File: config.mk
export PLATFORM = sky130hd
export DESIGN_NAME = vid_timing_ctrl_flat
export DESIGN_NICKNAME = d
export VERILOG_FILES = /design/src/rtl/vid_timing_ctrl_if.sv /design/src/rtl/vid_timing_ctrl.sv /design/src/flat_wrapper.sv
export SDC_FILE = /design/constraint.sdc
export NUM_CORES = 1
export LEC_CHECK = 0
export ABC_CLOCK_PERIOD_IN_PS = 1900
export CAP_MARGIN = 20
export CORE_AREA = 2 2 85 67
export CTS_CLUSTER_SIZE = 16
export DETAILED_ROUTE_END_ITERATION = 10
export DIE_AREA = 0 0 87 69
export PLACE_DENSITY = 0.66
export SYNTH_ARGS = -nofsm -noshare
export SYNTH_HDL_FRONTEND = slang
export SYNTH_SLANG_ARGS = --single-unit
File: constraint.sdc
create_clock -name clk_vid -period 1.9 [get_ports clk_vid]
set_input_delay 0.38 -clock clk_vid [delete_from_list [all_inputs] [get_ports clk_vid]]
set_output_delay 0.38 -clock clk_vid [all_outputs]
set_load 0.05 [all_outputs]
File: src/rtl/vid_timing_ctrl_if.sv
// vid_timing_ctrl_if: run/busy handshake plus raster strobe, position, sync and blank bundle
interface vid_timing_ctrl_if #(parameter int CNT_W = 9);
    logic run, busy, ce_pix, hs, vs, hb, vb, line_start, frame_start;
    logic [CNT_W-1:0] hcount, vcount;
    modport master (output run, input busy, ce_pix, hcount, vcount, hs, vs, hb, vb, line_start, frame_start);
    modport slave (input run, output busy, ce_pix, hcount, vcount, hs, vs, hb, vb, line_start, frame_start);
endinterface

File: src/rtl/vid_timing_ctrl.sv
// vid_timing_ctrl: raster sequencer producing pixel strobe, position, syncs and blanks.
// A stop request is honoured only at the end of a frame so downstream never sees a truncated frame.
module vid_timing_ctrl #(
    parameter int CE_DIV   = 4,
    parameter int CNT_W    = 9,
    parameter int H_ACTIVE = 256,
    parameter int HS_START = 272,
    parameter int HS_LEN   = 24,
    parameter int H_TOTAL  = 320,
    parameter int V_ACTIVE = 240,
    parameter int VS_START = 244,
    parameter int VS_LEN   = 3,
    parameter int V_TOTAL  = 262
) (
    input logic clk_vid,
    input logic reset,
    vid_timing_ctrl_if.slave vid
);
    localparam int DW = $clog2(CE_DIV);
    localparam logic [DW-1:0] DIV_LAST = DW'(CE_DIV - 1);
    localparam logic [CNT_W:0] H_LAST = (CNT_W+1)'(H_TOTAL - 1);
    localparam logic [CNT_W:0] V_LAST = (CNT_W+1)'(V_TOTAL - 1);
    localparam logic [CNT_W:0] H_ACT  = (CNT_W+1)'(H_ACTIVE);
    localparam logic [CNT_W:0] HS_LO  = (CNT_W+1)'(HS_START);
    localparam logic [CNT_W:0] HS_HI  = (CNT_W+1)'(HS_START + HS_LEN);
    localparam logic [CNT_W:0] V_ACT  = (CNT_W+1)'(V_ACTIVE);
    localparam logic [CNT_W:0] VS_LO  = (CNT_W+1)'(VS_START);
    localparam logic [CNT_W:0] VS_HI  = (CNT_W+1)'(VS_START + VS_LEN);
    localparam logic [1:0] IDLE = 2'd0, RUN = 2'd1, DRAIN = 2'd2;
    logic [1:0] state;
    logic [DW-1:0] div_cnt;
    logic tick, h_last, v_last, stop;
    logic [CNT_W-1:0] h_nxt, v_nxt;
    logic [CNT_W:0] h_ext, v_ext;
    always_comb begin
        tick = state != IDLE && div_cnt == DIV_LAST;
        h_last = {1'b0, vid.hcount} == H_LAST;
        v_last = {1'b0, vid.vcount} == V_LAST;
        stop = tick && h_last && v_last && state == DRAIN && !vid.run;
        h_nxt = h_last ? '0 : vid.hcount + 1'b1;
        v_nxt = !h_last ? vid.vcount : v_last ? '0 : vid.vcount + 1'b1;
        h_ext = {1'b0, h_nxt};
        v_ext = {1'b0, v_nxt};
    end
    // Decodes are taken from the position being loaded so they line up with ce_pix
    always_ff @(posedge clk_vid) begin
        if (reset || stop) begin
            state <= IDLE;
            div_cnt <= '0;
            vid.busy <= 1'b0;
            vid.ce_pix <= 1'b0;
            vid.hcount <= '0;
            vid.vcount <= '0;
            vid.hs <= 1'b0;
            vid.vs <= 1'b0;
            vid.hb <= 1'b1;
            vid.vb <= 1'b1;
            vid.line_start <= 1'b0;
            vid.frame_start <= 1'b0;
        end else if (state == IDLE) begin
            if (vid.run) begin
                state <= RUN;
                vid.busy <= 1'b1;
                vid.ce_pix <= 1'b1;
                vid.line_start <= 1'b1;
                vid.frame_start <= 1'b1;
                vid.hb <= 1'b0;
                vid.vb <= 1'b0;
            end
        end else begin
            state <= vid.run ? RUN : DRAIN;
            div_cnt <= tick ? '0 : div_cnt + 1'b1;
            vid.ce_pix <= tick;
            vid.line_start <= tick && h_last;
            vid.frame_start <= tick && h_last && v_last;
            if (tick) begin
                vid.hcount <= h_nxt;
                vid.vcount <= v_nxt;
                vid.hb <= h_ext >= H_ACT;
                vid.hs <= h_ext >= HS_LO && h_ext < HS_HI;
                vid.vb <= v_ext >= V_ACT;
                vid.vs <= v_ext >= VS_LO && v_ext < VS_HI;
            end
        end
    end
endmodule

File: src/flat_wrapper.sv
// flat-port wrapper written by rule: the top's interface ports become plain ports
module vid_timing_ctrl_flat 
#(
    parameter int CE_DIV   = 4,
    parameter int CNT_W    = 9,
    parameter int H_ACTIVE = 256,
    parameter int HS_START = 272,
    parameter int HS_LEN   = 24,
    parameter int H_TOTAL  = 320,
    parameter int V_ACTIVE = 240,
    parameter int VS_START = 244,
    parameter int VS_LEN   = 3,
    parameter int V_TOTAL  = 262
)
  (clk_vid, reset, vid_run, vid_busy, vid_ce_pix, vid_hcount, vid_vcount, vid_hs, vid_vs, vid_hb, vid_vb, vid_line_start, vid_frame_start);
  vid_timing_ctrl_if #(.CNT_W(CNT_W)) vid_i ();
  input logic clk_vid;
  input logic reset;
  input wire logic [$bits(vid_i.run)-1:0] vid_run;
  output wire logic [$bits(vid_i.busy)-1:0] vid_busy;
  output wire logic [$bits(vid_i.ce_pix)-1:0] vid_ce_pix;
  output wire logic [$bits(vid_i.hcount)-1:0] vid_hcount;
  output wire logic [$bits(vid_i.vcount)-1:0] vid_vcount;
  output wire logic [$bits(vid_i.hs)-1:0] vid_hs;
  output wire logic [$bits(vid_i.vs)-1:0] vid_vs;
  output wire logic [$bits(vid_i.hb)-1:0] vid_hb;
  output wire logic [$bits(vid_i.vb)-1:0] vid_vb;
  output wire logic [$bits(vid_i.line_start)-1:0] vid_line_start;
  output wire logic [$bits(vid_i.frame_start)-1:0] vid_frame_start;
  assign vid_i.run = vid_run;
  assign vid_busy = vid_i.busy;
  assign vid_ce_pix = vid_i.ce_pix;
  assign vid_hcount = vid_i.hcount;
  assign vid_vcount = vid_i.vcount;
  assign vid_hs = vid_i.hs;
  assign vid_vs = vid_i.vs;
  assign vid_hb = vid_i.hb;
  assign vid_vb = vid_i.vb;
  assign vid_line_start = vid_i.line_start;
  assign vid_frame_start = vid_i.frame_start;
  vid_timing_ctrl #(.CE_DIV(CE_DIV), .CNT_W(CNT_W), .H_ACTIVE(H_ACTIVE), .HS_START(HS_START), .HS_LEN(HS_LEN), .H_TOTAL(H_TOTAL), .V_ACTIVE(V_ACTIVE), .VS_START(VS_START), .VS_LEN(VS_LEN), .V_TOTAL(V_TOTAL)) u_core (.clk_vid(clk_vid), .reset(reset), .vid(vid_i));
endmodule
* Word level (Yosys, flattened, before mapping)
Index checks and enable logic that the tools add are counted.
Widths: inputs -> output; s select.
** Storage, ports and cells
- Register bits :: 30
- Input bits :: 3
- Output and inout port bits :: 26
- Word-level logic and storage cells :: 58
** Cells by class
- Add/subtract/negate cells :: 3
- $lt $le $gt $ge :: 6
- Equality and inequality tests :: 5
- Multiplexer cells :: 16
- Bitwise gates (word level) :: 1
- Reductions and logical operators :: 15
** Operators by type and width (count)
- $mux 9 :: 3
- $add 9x1->9 const B :: 2
- $eq 9x9->1 const B :: 2
- $ge 9x8->1 const B :: 2
- $ge 9x9->1 const B :: 2
- $lt 9x8->1 const B :: 1
- $lt 9x9->1 const B :: 1
- $mux 1 :: 9
- $mux 2 :: 4
- $logic_and 1x1->1 :: 7
- $reduce_and 2->1 :: 3
- $eq 2x2->1 const B :: 2
- $reduce_bool 2->1 :: 2
- $add 2x1->2 const B :: 1
- $logic_not 2->1 :: 1
- $ne 2x2->1 const B :: 1
- $logic_not 1->1 :: 1
- $logic_or 1x1->1 :: 1
- $not 1->1 :: 1

* Logic depth before layout (Yosys ltp)
- Word-level depth :: 7
- Depth in mapped cells :: 8
- Mapped depth without buffers :: 7

* Least setup slack after synthesis
No wires, ideal clock.
- Kind :: flip-flop to flip-flop
- Start point :: reg u_core.vid.hcount[0]
- End point :: reg u_core.vid.vs
- Setup time :: 0.096 ns
- Data arrival time :: 2.208 ns
- Data required time :: 1.804 ns
- Path slack :: -0.404 ns
- Cell stages (with the launch flop) :: 8
- Buffers on the path :: 1
- Clock period less this slack :: 2.304 ns
- Cells stage by stage :: dfxtp_1 > ha_1 > buf_4 > and4bb_4 > nand4_1 > o211ai_1 > nand4_1 > o41ai_2
** On the way
- Longest elaborated chain between the ends :: 6
- Elaborated cells on any way between the ends :: 10
- Classes of those cells :: 2 x order compare; 1 x eq/ne; 1 x mux; 6 x reduce/logical
** RTL lines
- start, declared :: RTL line vid_timing_ctrl_if.sv:6 : modport slave (input run, output busy, ce_pix, hcount, vcount, hs, vs, hb, vb, line_start, frame_start);
- start signal, assigned :: RTL line vid_timing_ctrl.sv:77 : vid.hcount <= h_nxt;
- $eq 9x9->1 (*) :: RTL line vid_timing_ctrl.sv:37 : h_last = {1'b0, vid.hcount} == H_LAST;
- parallel branches: the longest is 5 deep, another holds $ge 9x8->1
- end signal, assigned :: RTL line vid_timing_ctrl.sv:82 : vid.vs <= v_ext >= VS_LO && v_ext < VS_HI;
- end, declared :: RTL line vid_timing_ctrl_if.sv:6
Mark *: on every way between the ends.
A chain may end at the register's enable or synchronous reset.

* Worst setup path in the final report
Ends and elaborated chain as after synthesis.

==> results.txt <==
Post_cts resized: 0
Min Tclk post-route: 1.82 ns
Worst Tran Pin Value: 0.498 ns
Hold path cells: 2
Sw power: 0.334 mW
Final wirelength: 4860 µm
Slowest cell on the critical path: dfxtp_4
Sw Ratio: 0.239
Core ar.: 5150 µm²
TritonCTS buffer count: 5
CP top delay family: compound AO/OA/AOI/OAI gates
Worst Reg-to-Reg Cells: 6
Final Wtd Congestion: 0.860
Worst Path Class, Setup: flip-flop to flip-flop
Placed cells: 314
Post-synth ARST share: 0
CTS tree: done
Final #Nets: 267
# fillers: 526
DR vias: 1755
Worst slew margin: 0.667
Fraction of layout cells with a size suffix above 1: 0.323
First-pass GRT wire length: 7820 µm
Tot Pwr: 1.40 mW
Reg clk slew, reported paths: 0.07 ns
Sequential power share: 0.463
Post-CTS Hold Fix Bufs: 0
Logic depth of the worst path, buffers included: 6
Flop and latch count out of synthesis: 30
Full die area: 6000 µm²
Yosys warnings: 0
Post-DP HPWL: 3490 µm
Chip width: 87 µm
Status: finished, final reports clean
CP max stage delay: 0.39 ns
Cell Area, Synth: 1740 µm²
Syn-to-layout area delta: 33.6%
Drt pass-1 iters: 4
Final number of max-transition violations: 0
Core Rows: 23
Initial antenna violation count: 0
Syn nets: 220
H-tree levels: 2
Vias in the first global route: 1588
Setup ws final: 0.0794 ns
Top-count cell post-synth: dfxtp_1
CP max FO: 7
Maximum clock rate: 0.549 GHz
Leak: 0.856 nW
Most instantiated cells after synthesis: dfxtp_1 (30), a21oi_1 (25), nor2_1 (22), nand2_1 (17), o21ai_0 (15)
Boundary Pins: 29
RSZ-0062 raised after global routing: true
Origin of the worst setup path: u_core.vid.hcount[0]
Clk sink count: 30
Fin. Hold Viols: 0
Arr. time, crit path: 2.00 ns
Most numerous cell on the critical path: nand4_1
CP bufs+invs: 0
Global route overflow: 0
Clock root buffer master: clkbuf_8
Clock share of power: 0.456
Final worst-path cycle share: 0.958
Setup crit end kind: flip-flop
Worst Setup Slack post-DPL: 0.0696 ns
Hold WC Path Type: flip-flop to flip-flop
WHS: 0.463 ns
Synth unique cells: 53
Worst Skew: 0.00717 ns
Final cell count without fillers: 322
Die height: 69 µm
Post-synth EDFFs: 0
WP data required: 2.08 ns
Vias per cell: 5.45
Average size of a mapped cell: 8.20 µm²
Area share of the largest cell type after synthesis: 0.345
Largest net degree at the start of global routing: 15
Power Density: 602 nW/µm²
Critical Path Start Type: flip-flop
Diode count: 0
Clock Latency Late Sink: 0.29 ns
CP Cell Sequence: ha_4 -> and4bb_4 -> nand4_1 -> o211ai_1 -> nand4_1 -> o41ai_2
CTS max path bufs: 2
Wire length per cell: 15.1 µm
Max VDD drop: 0.311 mV
Port buffer count: 28
Final setup fails: 0
Synth Instances: 212
Total Routing Usage GR: 0.164
Top cells by area, synth: dfxtp_1 (35%), a21oi_1 (7.2%), nor2_1 (4.7%)
Reg-to-Reg Start: u_core.vid.hcount[0]
Seq/Total Area, Yosys: 0.345
Remaining DRCs: 0
Hold_sp: u_core.div_cnt[1]
Yosys top cell by area: dfxtp_1
Post-CTS Setup Inserts: 0
Starting Density: 0.338
P_int: 1.07 mW
Combinational Power Share: 0.081
Initial DRC count: 98
Synth Flop Type: dfxtp_1
Final setup TNS: 0 ns
Max cap viols: 0
Post-DRT Antenna Nets: 0
==> per-layer routing <==
metal	GRT usage	wire length, µm	part of all wire
met5	0	0	0
met2	0.221	2030	0.42
met1	0.245	2470	0.51
met4	0.0660	60	0.012
met3	0.0419	302	0.062
==> layout by cell type, fill, tap and decap left out, drive strengths merged, types with 3 or more instances in the layout <==
| master | count |
|---|---|
| a21oi | 25 |
| a311oi | 3 |
| a31oi | 3 |
| and2 | 4 |
| and3 | 3 |
| buf | 46 |
| clkbuf | 5 |
| clkdlybuf4s50 | 8 |
| dfxtp | 30 |
| ha | 5 |
| inv | 4 |
| nand2 | 17 |
| nand2b | 3 |
| nand3 | 5 |
| nand3b | 4 |
| nand4 | 6 |
| nor2 | 23 |
| nor3 | 7 |
| nor3b | 3 |
| o211ai | 3 |
| o21ai | 16 |
==> through the flow <==
stage	area [µm²]	utilization
after floorplan	1780	-
after global placement	2200	0.427
after detailed placement	2200	0.427
after CTS	2310	0.449
after global routing	2320	0.451
final	2320	0.451
==> cells by family after synthesis <==
group | share of synthesized area
compound gates | 0.243
buf+inv | 0.0532
simple gates | 0.302
xor+xnor | 0.0201
fa+ha+maj | 0.0360
flops | 0.345
==> worst paths after layout <==
kind / slack (ns) / end
worst max-delay path: 0.08 / u_core.vid.vs
worst min-delay path: 0.46 / u_core.div_cnt[1]
worst max register to register: 0.08 / u_core.vid.vs
worst min register to register: 0.46 / u_core.div_cnt[1]
==> power by group through the flow <==
stage	clock [mW]	combinational, mW	sequential (mW)
2_1_floorplan	0	0.0340	0.698
6_report	0.639	0.114	0.648
4_1_cts	0.653	0.114	0.649
3_5_place_dp	0	0.114	0.663
3_3_place_gp	0	0.113	0.663
5_1_grt	0.682	0.121	0.649
==> cell type report <==
cell class              count  area [µm²]  area share
inverters                   4        15.0     0.00646
well taps                  62        77.6      0.0334
multi-input cells         164        1070       0.460
clock buffers               5        68.8      0.0296
clock inverters             3        40.0      0.0172
repair buffers             54         425       0.183
flip-flops and latches     30         628       0.270
==> worst register-to-register path, stage by stage (launching register included) <==
cell and delay, ns:
dfxtp_4 0.39, ha_4 0.18, and4bb_4 0.28, nand4_1 0.11, o211ai_1 0.23, nand4_1 0.18
o41ai_2 0.36
==> state kept, by name, indices dropped and copies added (netlist names), 2 cells and up <==
signal,cells
u_core.state,2
u_core.vid.hcount,9
u_core.vid.vcount,9
u_core.div_cnt,2
No activity file was read; power rests on OpenSTA's default activity.
==> RTL change: new RTL, same flow settings <==
`CE_DIV` is set to 4 in 2 places; all go to 2.
--- a/src/rtl/vid_timing_ctrl.sv
+++ b/src/rtl/vid_timing_ctrl.sv
@@ -3,3 +3,3 @@
 module vid_timing_ctrl #(
-    parameter int CE_DIV   = 4,
+    parameter int CE_DIV   = 2,
     parameter int CNT_W    = 9,
--- a/src/flat_wrapper.sv
+++ b/src/flat_wrapper.sv
@@ -3,3 +3,3 @@
 #(
-    parameter int CE_DIV   = 4,
+    parameter int CE_DIV   = 2,
     parameter int CNT_W    = 9,
Function: changed (Yosys sat finds a counterexample within 4 cycles, from zero or initial values).
==> RTL change against the original RTL <==
- sequential cell count is 1 lower
- synthesized area is 1.3% lower
- critical path depth is 5 lower
- cell area is 2.1% lower
- total power hardly changed
- synthesized cell count is 3.8% higher
- wire length is 8.3% lower
- non-clock buffer count is 6 lower
- worst setup slack better by 0.0032 ns
- clock skew is 0.0033 ns lower
- largest power group is now the clock network
==> RTL change: results (changes against the original RTL) <==
- Post-DR wirelength/cell: 13.9 um (-7.7%)
- Post-Syn Nets: 227 (+3.2%)
- CP peak stage delay: 0.81 ns (+0.42 ns)
- Fin nets: 264 (-1.1%)
- Clock Pin Slew Worst Setup and Hold Paths: 0.07 ns (about the same)
- Post-route clock skew: 0.00387 ns (-0.00330 ns)
- Worst hold start: u_core.vid.busy$_SDFFE_PP0P_
- FF-to-FF path depth: 6 (unchanged)
- Post-DP HPWL: 3.26 mm (-6.6%)
- Synth Area in Compound Gates: 0.219 (-0.0245)
- DRT iter0 DRCs: 129 (+32%)
- Leak: 0.000939 uW (+9.6%)
- End point of the critical path: vid_vb
- Clock Path Buffers: 2 (unchanged)
- Critical-path top delay cell: clkdlybuf4s50_1
- Top Family by Delay on Critical Path: buffers and inverters
- Crit path arrival time: 1.44 ns (-0.56 ns)
- Post-synthesis xor/xnor area fraction: 0.0306 (+0.0105)
- FILL cells: 524 (-0.38%)
- Area contributors post-synth: dfxtp_1 (34%), a21oi_1 (6.4%), nor2_1 (4.4%), nand3_1 (4.1%), o21ai_0 (4.1%)
- Leading registers by flop count: u_core.vid.hcount x9, u_core.vid.vcount x9, u_core.state x2
- Synth Area per Inst: 7.80 um^2 (-4.9%)
- Vias in the first global route: 1595 (+0.44%)
- Worst slew pin tran: 0.506 ns (+0.00831 ns)
- Vias per inst: 5.54 (+1.6%)
- Status: finished, final reports clean
- Root Driver: clkbuf_8
- Routed WL: 4.46 mm (-8.3%)
- CP Max Fanout: 2 (-5)
- Final setup viols: 0 (unchanged)
- Worst Hold End: u_core.vid.busy$_SDFFE_PP0P_
- Peak supply drop: 436 uV (+40%)
- Inst Count DP: 312 (-0.64%)
- Share of cells above drive strength 1: 0.291 (-0.0324)
- First-pass GRT wire length: 7.60 mm (-2.9%)
- Post-synth cell types: 49 (-7.5%)
- Routability congestion estimate: 0.856 (-0.51%)
- Hold_ws: 0.471 ns (+0.00800 ns)
- Syn-to-layout area delta: 32.5%
- Critical Path Start: u_core.vid.vb$_SDFFE_PP1P_
- Sequential fraction of the synthesis area: 0.338 (-0.00713)
- Post-Synth Adder-Cell Area: 0.0292 (-0.00682)
- Primary FF master, synth: dfxtp_1
- Aggregate global-route resource usage: 0.156 (-0.00763)
- Largest net degree at the start of global routing: 13 (-2)
- Synth top cells by count: dfxtp_1 (29), a21oi_1 (22), nor2_1 (20)
==> RTL change: cell types whose count changed after synthesis, sizes merged, moves of 4 or more <==
cell    change
buf         -4
nand3       +9
nor2b       +7
nor3        +4
clkbuf      +8
nand4b      +4
==> RTL change: metrics by stage <==
step | setup slack [ns] | cell area, um^2 | power (uW)
3_3_place_gp | 0.0978 | 2140 | 785
2_1_floorplan | 0.00395 | 1780 | 731
4_1_cts | 0.0251 | 2260 | 1420
5_1_grt | -0.0258 | 2270 | 1460
3_5_place_dp | 0.0332 | 2140 | 785
6_report | 0.0825 | 2270 | 1400
==> RTL change: final cells by class <==
class | count | area [um^2] | share of cell area
Clock buffer | 7 | 108 | 0.0473
Clock inverter | 1 | 6.26 | 0.00275
Inverter | 3 | 11.3 | 0.00495
Multi-Input combinational cell | 170 | 1070 | 0.471
Sequential cell | 29 | 617 | 0.271
Tap cell | 62 | 77.6 | 0.0341
Timing Repair Buffer | 48 | 383 | 0.168
==> RTL change: where the power goes <==
| part | total (uW) | leakage [uW] | internal (uW) | switching [uW] |
|---|---|---|---|---|
| sequential | 628 | 0.000246 | 617 | 10.9 |
| combinational | 142 | 0.000632 | 50.8 | 91.5 |
| clock | 629 | 0.0000599 | 374 | 255 |
==> RTL change: metal layers <==
| metal | vias up | wire length [um] | share of wire | track usage |
|---|---|---|---|---|
| li1 | 878 | - | - | - |
| met5 | - | 0 | 0 | 0 |
| met3 | 7 | 294 | 0.066 | 0.0395 |
| met1 | 831 | 2170 | 0.49 | 0.227 |
| met2 | 56 | 1920 | 0.43 | 0.221 |
| met4 | 0 | 67 | 0.015 | 0.0573 |
==> RTL change: repair_timing <==
item	4_1_cts	5_1_grt
setup endpoints to repair	0	6
hold endpoints to repair	0	0
resized for setup	0	4
